$ cat config.mk
export PLATFORM = sky130hd
export DESIGN_NAME = rom_burst_reader
export DESIGN_NICKNAME = d
export VERILOG_FILES = /design/src/rtl/rom_burst_reader.sv
export SDC_FILE = /design/constraint.sdc
export NUM_CORES = 1
export LEC_CHECK = 0
export ABC_AREA = 0
export CAP_MARGIN = 10
export CORE_MARGIN = 1
export CORE_UTILIZATION = 30
export CTS_CLUSTER_DIAMETER = 150
export DETAILED_ROUTE_END_ITERATION = 10
export PLACE_DENSITY = 0.48
export SYNTH_ARGS = -nofsm -noshare
export SYNTH_HDL_FRONTEND = slang
export SYNTH_SLANG_ARGS = --single-unit
$ cat constraint.sdc
create_clock -name clk -period 2.7 [get_ports clk]
set_clock_uncertainty 0.05 [all_clocks]
set_input_delay 0.675 -clock clk [delete_from_list [all_inputs] [get_ports clk]]
set_output_delay 0.675 -clock clk [all_outputs]
set_load 0.03 [all_outputs]
$ cat src/rtl/rom_burst_reader.sv
// rom_burst_reader: burst address sequencer and read-data buffer for a registered-address ROM.
//
// On an accepted start request it issues ascending ROM addresses (wrapping modulo 2**ADDR_W),
// captures each ROM word the cycle after its address issues, and presents the words in address
// order as a valid/ready stream through a small first-word-fall-through FIFO. Issue is throttled
// by buffer credits so that no word is lost when the consumer stalls.
//
// Ports:
//   clk, rst_n           clock (rising edge), asynchronous active-low reset
//   start                burst request, sampled only while idle
//   base_addr, burst_len first address and word count of the burst
//   busy                 high from accepted start until done
//   done                 one-cycle pulse after the last word of the burst is consumed
//   rom_en, rom_addr     registered ROM enable/address, one address per enabled cycle
//   rom_data             ROM read data, valid the cycle after rom_en
//   out_data, out_valid  head word of the buffer and buffer non-empty
//   out_ready            consumer accepts when out_valid & out_ready

module rom_burst_reader #(
  parameter int unsigned ADDR_W     = 5,
  parameter int unsigned DATA_W     = 4,
  parameter int unsigned LEN_W      = 6,
  parameter int unsigned FIFO_DEPTH = 4
) (
  input  logic              clk,
  input  logic              rst_n,
  input  logic              start,
  input  logic [ADDR_W-1:0] base_addr,
  input  logic [LEN_W-1:0]  burst_len,
  output logic              busy,
  output logic              done,
  output logic              rom_en,
  output logic [ADDR_W-1:0] rom_addr,
  input  logic [DATA_W-1:0] rom_data,
  output logic [DATA_W-1:0] out_data,
  output logic              out_valid,
  input  logic              out_ready
);

  localparam int unsigned PtrW = (FIFO_DEPTH > 1) ? $clog2(FIFO_DEPTH) : 1;
  localparam int unsigned CntW = PtrW + 1;

  typedef enum logic [1:0] {StIdle, StIssue, StDrain} state_e;

  state_e            state_q;
  logic [ADDR_W-1:0] addr_q;       // next address to issue
  logic [LEN_W-1:0]  remaining_q;  // addresses still to issue
  logic              inflight_q;   // ROM word arrives on rom_data this cycle

  logic [DATA_W-1:0] mem_q [FIFO_DEPTH];
  logic [PtrW-1:0]   wr_ptr_q, rd_ptr_q;
  logic [CntW-1:0]   count_q, count_d;

  logic push, pop, credit_ok, last_pop;

  assign push      = inflight_q;
  assign out_valid = (count_q != '0);
  assign pop       = out_valid && out_ready;
  assign out_data  = mem_q[rd_ptr_q];

  always_comb begin
    count_d = count_q;
    if (push && !pop) begin
      count_d = count_q + CntW'(1);
    end else if (pop && !push) begin
      count_d = count_q - CntW'(1);
    end
  end

  // rom_en is registered, so the decision made at this edge governs the next cycle's issue.
  // Occupancy after this edge plus the word currently being read must leave a free slot.
  assign credit_ok = ({1'b0, count_d} + {{CntW{1'b0}}, rom_en}) < (CntW + 1)'(FIFO_DEPTH);

  // The final word leaves the buffer with nothing still coming from the ROM.
  assign last_pop = (state_q == StDrain) && !rom_en && !inflight_q &&
                    (count_q == CntW'(1)) && pop;

  // Output buffer and ROM capture.
  always_ff @(posedge clk or negedge rst_n) begin
    if (!rst_n) begin
      mem_q      <= '{default: '0};
      wr_ptr_q   <= '0;
      rd_ptr_q   <= '0;
      count_q    <= '0;
      inflight_q <= 1'b0;
    end else begin
      inflight_q <= rom_en;
      if (push) begin
        mem_q[wr_ptr_q] <= rom_data;
        wr_ptr_q        <= wr_ptr_q + PtrW'(1);
      end
      if (pop) begin
        rd_ptr_q <= rd_ptr_q + PtrW'(1);
      end
      count_q <= count_d;
    end
  end

  // Burst control FSM with registered outputs.
  always_ff @(posedge clk or negedge rst_n) begin
    if (!rst_n) begin
      state_q     <= StIdle;
      busy        <= 1'b0;
      done        <= 1'b0;
      rom_en      <= 1'b0;
      rom_addr    <= '0;
      addr_q      <= '0;
      remaining_q <= '0;
    end else begin
      rom_en <= 1'b0;
      done   <= 1'b0;
      unique case (state_q)
        StIdle: begin
          if (start) begin
            if (burst_len != '0) begin
              // First address issues in the cycle right after acceptance.
              rom_en      <= 1'b1;
              rom_addr    <= base_addr;
              addr_q      <= base_addr + ADDR_W'(1);
              remaining_q <= burst_len - LEN_W'(1);
              busy        <= 1'b1;
              state_q     <= (burst_len == LEN_W'(1)) ? StDrain : StIssue;
            end else begin
              done <= 1'b1;
            end
          end
        end
        StIssue: begin
          if (credit_ok) begin
            rom_en      <= 1'b1;
            rom_addr    <= addr_q;
            addr_q      <= addr_q + ADDR_W'(1);
            remaining_q <= remaining_q - LEN_W'(1);
            if (remaining_q == LEN_W'(1)) begin
              state_q <= StDrain;
            end
          end
        end
        StDrain: begin
          if (last_pop) begin
            done    <= 1'b1;
            busy    <= 1'b0;
            state_q <= StIdle;
          end
        end
        default: state_q <= StIdle;
      endcase
    end
  end

endmodule

---- After elaboration in Yosys (flattened, before gate mapping) ----
Index checks and enable logic that the tools add are counted.
storage, ports and cells
  bits in registers ....................... 45
  input bits .............................. 19
  output and inout port bits .............. 13
  word-level logic and storage cells ...... 98
operators by class
  $add $sub $neg .......................... 9
  magnitude comparators ................... 4
  equality and inequality tests ........... 10
  muxes and demuxes ....................... 39
  bitwise gates (word level) .............. 2
  reduce and logical (&&, ||, !) cells .... 19
operator list
  operator                                                  count
  two-way mux 5 bit                                         6
  one-hot mux 5 bit (2 select lines)                        2
  two-way mux 6 bit                                         3
  bitwise mux 16 bit                                        1
  equality test 6 x 1 -> 1 bit, second input constant       2
  two-way mux 2 bit                                         6
  two-way mux 4 bit                                         3
  one-hot mux 6 bit (2 select lines)                        1
  subtractor 6 x 1 -> 6 bit, second input constant          2
  adder 5 x 1 -> 5 bit, second input constant               2
  != test 2 bit, second input constant                      5
  two-way mux 1 bit                                         9
  binary-select mux 4 bit (select 2 bit)                    1
  demux 4 bit (select 2 bit)                                1
  logical AND 1 bit                                         8
  AND reduction 4 bit                                       2
  greater-or-equal comparator 3 bit, second input constant  2
  two-way mux 3 bit                                         2
  NOT 2 -> 3 bit                                            2
  one-hot mux 1 bit (2 select lines)                        3
  one-hot mux 2 bit (3 select lines)                        1
  nonzero test 6 bit                                        1
  AND reduction 5 bit                                       1
  adder 2 x 1 -> 2 bit, second input constant               2
  12 further kinds                                          15

---- Depth between registers and ports, before layout ----
  word-level depth ........................ 9
  depth in mapped cells ................... 10
  mapped depth without buffers ............ 8

---- Least setup slack after synthesis ----
No wires, ideal clock.
  kind .................................... reg-to-reg
  start ................................... reg count_q[0]
  end ..................................... reg addr_q[4]
  library setup time ...................... 0.138 ns
  arrival time ............................ 2.074 ns
  data required time ...................... 2.512 ns
  slack ................................... 0.438 ns
  stages on the path, launching flop included .. 9
  path buffers ............................ 1
  period minus slack after synthesis ...... 2.262 ns
  path through ............................ dfrtp_1 inv_1 ha_1 nand2b_1 a221o_1 o211a_1 buf_2 a32oi_1 o221ai_1
between the ends
  longest elaborated chain between the ends .. 9
  elaborated cells between the ends (all ways) .. 13
  those cells by class .................... add/sub (3); order compare (1); eq/ne (1); mux (2); reduce/logical (6)
ends and longest elaborated chain
  item                                                           line    RTL
  start, declared                                                52      logic [CntW-1:0] count_q, count_d;
  start signal, assigned                                         95      count_q <= count_d;
  nonzero test 3 bit *                                           57      assign out_valid = (count_q != '0);
  net out_valid                                                  36      output logic out_valid,
  logical AND 1 bit *                                            58      assign pop = out_valid && out_ready;
  logical AND 1 bit / zero test 1 bit (equally long branches)    65, 63
  two-way mux 3 bit / logical AND 1 bit (equally long branches)  65, 63
  two-way mux 3 bit *                                            63      if (push && !pop) begin
  adder 3 x 1 -> 4 bit *                                         72      assign credit_ok = ({1'b0, count_d} + {{CntW{1'b0}}, rom_en}) < (CntW + 1)'(FIFO_DEPTH);
  < comparator 4 x 3 -> 1 bit *                                  72
  != test 2 bit (no source line) *                               --
  AND reduction 4 bit (no source line) *                         --
  end signal, assigned                                           119     addr_q <= base_addr + ADDR_W'(1);
  end signal, assigned                                           132     addr_q <= addr_q + ADDR_W'(1);
  end, declared                                                  46      logic [ADDR_W-1:0] addr_q;
Mark *: on every way through the listed nets, which the timed path passes. The rest lies on a longest branch.
A chain may end at the register's enable or synchronous reset.

---- Final worst setup path ----
  start ................................... in out_ready
  end ..................................... reg rom_addr[4]
between the ends
  longest elaborated chain between the ends .. 8
  elaborated cells between the ends (all ways) .. 10
  those cells by class .................... add/sub (1); order compare (1); eq/ne (1); mux (2); reduce/logical (5)
ends and longest elaborated chain
  item                                                           line    RTL
  start, declared                                                37      input logic out_ready
  logical AND 1 bit *                                            58
  logical AND 1 bit / zero test 1 bit (equally long branches)    65, 63
  two-way mux 3 bit / logical AND 1 bit (equally long branches)  65, 63
  two-way mux 3 bit *                                            63
  adder 3 x 1 -> 4 bit *                                         72
  < comparator 4 x 3 -> 1 bit *                                  72
  != test 2 bit (no source line) *                               --
  AND reduction 4 bit (no source line) *                         --
  end signal, assigned                                           118     rom_addr <= base_addr;
  end signal, assigned                                           131     rom_addr <= addr_q;
  end, declared                                                  33      output logic [ADDR_W-1:0] rom_addr,
Mark *: on every way between the ends. The rest lies on a longest branch, timed or not.

==> impl.org <==
** Clocking
- Insertion delay of the later-clocked pin in the worst-skew pair :: 310 ps
- Number of setup buffers added after CTS :: 0
- CTS buffer count :: 5
- The clock tree synthesis step divided the H-tree into 2 levels.
- Clock-pin slew was measured on the worst setup and hold paths at 110 ps.
- Counting along the longest clock path gives a buffer depth of 2.
- TritonCTS built the clock tree.
- Root buffer cell :: sky130_fd_sc_hd__clkbuf_8
- The clock net in this run drives a total of 45 sinks.

** Timing
- Post-Route Hold Slack :: 386 ps
- Minimum period implied by the final worst setup slack :: 2510 ps
- Final Max Tran Viols :: 0
- Timing would allow up to 398 MHz.
- Number of hold-slack violations in the final timing report :: 0
- After layout, the worst path uses 93.1% of the clock period.
- At the pin with the least slew margin, the transition time is 614 ps.
- Setup repair after global routing left no endpoint under its margin.
- In this run the tightest slew margin relative to its limit is 59.0%.
- # setup viols final :: 0

** Logic synthesis
- The synthesized netlist contains 54 unique library cells.
- Sequential-to-total area share from yosys stat :: 42.9%
- Of all flip-flops after synthesis, the portion carrying an async set or reset was 100%.
- A synthesized cell averages 10.7 sq um.
- In this run, synthesis produced a sequential element count of 45.
- Summing every instance area after synthesis gives 2630 sq um.
- Synth top area share :: 42.9%
- In the post-synthesis netlist, the biggest area contributors are sky130_fd_sc_hd__dfrtp_1 43%, sky130_fd_sc_hd__mux2_2 6.9%, sky130_fd_sc_hd__ha_1 6.7%.
- Number of enable flip-flop cells after synthesis :: 0
- Top FF cell, synth :: sky130_fd_sc_hd__dfrtp_1
- Number of nets produced by synthesis :: 279
- The Yosys step of the flow raised 0 warnings.
- Cell taking the most area after synthesis :: sky130_fd_sc_hd__dfrtp_1
- The cell count after synthesis came out at 246.

** Power and ir drop
- Power spread over the standard cell area amounts to 1230 nW/um^2.
- Across the VDD grid, the largest voltage drop is 0.000344 V.
- The design draws 4020 uW.
- The analysis attributes to cell leakage a power of 0.00143 uW.

** Layout
- Filler cell count :: 843
- The sequential cells in the finished layout cover a total of 1130 sq um.
- Count of placed standard cells in the final layout, fillers left out :: 398
- The top cell types in the final layout, fill and taps aside, are 44 x sky130_fd_sc_hd__dfrtp_1, 25 x sky130_fd_sc_hd__clkdlybuf4s50_1, 24 x sky130_fd_sc_hd__nand2_1, 18 x sky130_fd_sc_hd__buf_4, 16 x sky130_fd_sc_hd__mux2_2.
- Relative to the synthesized area, the layout overhead comes to 24.2%.
- Finished layout cell area :: 3260 sq um
- Nets :: 325
- The repair_antennas step left the layout with diodes totalling 0.
- Footprint of the multi-input gates :: 1400 sq um
- In the final layout, the share of cells above drive strength 1 is 20.8%.
- Final Util :: 39.1%
- Most common cell after layout, fill and taps aside :: sky130_fd_sc_hd__dfrtp_1

** Worst setup path
- The startpoint identified for the worst register-to-register timing path is count_q[1]$_DFF_PN0_.
- Along the worst path, the maximum fanout reaches 11.
- Critical path, cell by cell :: clkdlybuf4s50_1 -> nor4bb_4 -> a311oi_2 -> o211a_2 -> nand2_1 -> o221a_2
- Cells on worst reg2reg path :: 7
- Data on the critical path is required at its endpoint by 2850 ps.
- The worst register-to-register path ends at rom_addr[4]$_DFFE_PN0P_.
- Crit path DAT :: 2660 ps
- For this design, the slowest cell found on the critical path is sky130_fd_sc_hd__clkdlybuf4s50_1.
- Counting both buffers and inverters, the worst setup path holds a total of 1.
- In this run the register-to-register setup slack is 370 ps.
- Family with the most delay on the worst path :: compound AO/OA/AOI/OAI gates
- Type of the worst setup path :: in -> reg
- Max stage delay on crit path :: 530 ps
- Category of the worst setup path launch point :: primary input
- The worst setup path is captured at a register.

** Detailed routing
- Before antenna repair, the detailed router went through 4 iterations.
- Initial detailed-routing violation count :: 44
- In this run the remaining antenna-violating nets after routing total 0.
- Across all layers, the routed design uses 2032 vias.
- After detailed routing, the number of vias per cell comes to 5.11.
- Post-detailed-route wirelength per cell :: 15.0 um
- After detailed routing, the number of remaining DRC violations is 0.
- Total length of routed wires :: 5990 um

** Place
- RD Place Congestion :: 0.772
- Counting tap cells, the placed design contains a total of 390 instances.
- Placement-stage cell area :: 3150 sq um
- The count of buffers added on input and output ports is 31.
- DP Wirelength :: 4250 um

** Floorplanning
- # rows :: 33
- Starting density of the core :: 31.5%
- Die area :: 9140 sq um
- Boundary pin count :: 32
- Die boundary width :: 95.6 um
- The floorplan step set the die height to 95.6 um.
- After floorplanning, the core was sized to cover 8340 sq um.

** Global routing
- Entering global routing, the biggest net connects 46 pins.
- Global routing used 14.6% of the available tracks.
- Overflow left after global routing :: 0
- Global-route wire length before repair :: 10100 um
- The number of global-route vias before repair is 2029.
- The initial antenna violation count was 0.

** Run status
- The run finished with clean final reports.

** Job
- Max-cap violations in this run came to 0.

** Min path
- The min-delay analysis places its worst path in the category in -> async.
worst max path at each step:
stage / start / endpoint / slack (ps) / cells after the start
after floorplan: count_q[0]$_DFF_PN0_ / addr_q[4]$_DFFE_PN0P_ / 440 / 8
after global placement: out_ready / rom_addr[3]$_DFFE_PN0P_ / -150 / 6
after detailed placement: out_ready / rom_addr[3]$_DFFE_PN0P_ / -200 / 6
after CTS: count_q[1]$_DFF_PN0_ / out_valid / 20 / 4
after global routing: out_ready / remaining_q[0]$_DFFE_PN0P_ / 80 / 7
final: out_ready / rom_addr[4]$_DFFE_PN0P_ / 190 / 6
what timing repair did:
action	in CTS	in global routing
pin swaps	0	0
gates resized for setup	1	6
setup endpoints to repair	4	8
hold buffers	0	0
final cells by class:
class	instances	share of cell area, %
clock buffers	5	2.11
clock inverters	3	0.882
inverters	14	1.61
multi-input cells	177	43.0
flip-flops and latches	45	34.5
well taps	105	4.02
repair buffers	49	13.9
flip-flops by register name, summed over array words and instances (netlist names):
| name | count |
|---|---|
| mem_q | 16 |
| remaining_q | 6 |
| addr_q | 5 |
| rom_addr | 5 |
| count_q | 3 |
| rd_ptr_q | 2 |
| state_q | 2 |
| wr_ptr_q | 2 |
| busy | 1 |
| done | 1 |
| inflight_q | 1 |
| rom_en | 1 |
layer usage:
layer	track usage [%]	vias up	wire [um]
li1	-	1002	-
met1	19.6	986	3020
met2	23.8	35	2740
met3	2.63	9	155
met4	4.23	0	80
met5	0	-	0
synth_stat cells (2+ instances only):
cell and count:
sky130_fd_sc_hd__a211oi_1 2, sky130_fd_sc_hd__a21oi_1 4, sky130_fd_sc_hd__a221o_1 2, sky130_fd_sc_hd__a311oi_1 3
sky130_fd_sc_hd__a31oi_1 2, sky130_fd_sc_hd__a32oi_1 2, sky130_fd_sc_hd__and3_1 9, sky130_fd_sc_hd__buf_2 4
sky130_fd_sc_hd__clkbuf_1 5, sky130_fd_sc_hd__dfrtp_1 45, sky130_fd_sc_hd__ha_1 14, sky130_fd_sc_hd__inv_1 14
sky130_fd_sc_hd__mux2_1 3, sky130_fd_sc_hd__mux2_2 16, sky130_fd_sc_hd__mux4_2 4, sky130_fd_sc_hd__nand2_1 24
sky130_fd_sc_hd__nand2b_1 4, sky130_fd_sc_hd__nand3_1 8, sky130_fd_sc_hd__nand3b_1 4, sky130_fd_sc_hd__nand4_1 4
sky130_fd_sc_hd__nor2_1 11, sky130_fd_sc_hd__nor2b_1 2, sky130_fd_sc_hd__nor3_1 9, sky130_fd_sc_hd__o211a_1 2
sky130_fd_sc_hd__o21ai_0 7, sky130_fd_sc_hd__o221a_2 4, sky130_fd_sc_hd__o2bb2ai_1 2, sky130_fd_sc_hd__or3_1 3
sky130_fd_sc_hd__xnor2_1 6, sky130_fd_sc_hd__xor2_1 3
logic make-up (layout without fill, tap and decap cells):
kind of cell             count (synthesis)  in the layout  synth area share [%]
AO/OA/AOI/OAI                           45             45                  14.4
XOR/XNOR                                 9              9                  3.00
adder cells (fa/ha/maj)                 14             14                  6.67
buffers and inverters                   24             71                  3.76
flip-flops                              45             45                  42.9
multiplexers                            23             23                  11.6
AND/OR/NAND/NOR                         86             86                  17.8
power by group:
part	leakage (uW)	internal [uW]	switching (uW)
logic	0.000848	1140	1100
clock network	0.0000511	196	277
registers	0.000526	1000	312
total	0.00143	2340	1690
stage by stage:
step | setup slack, ps | setup TNS (ps)
detailed placement | -203 | -1950
finish | 186 | 0
floorplan | 438 | 0
CTS | 15.3 | 0
global placement | -154 | -1350
global route | 84.9 | 0
(Power assumes the default switching activity.)
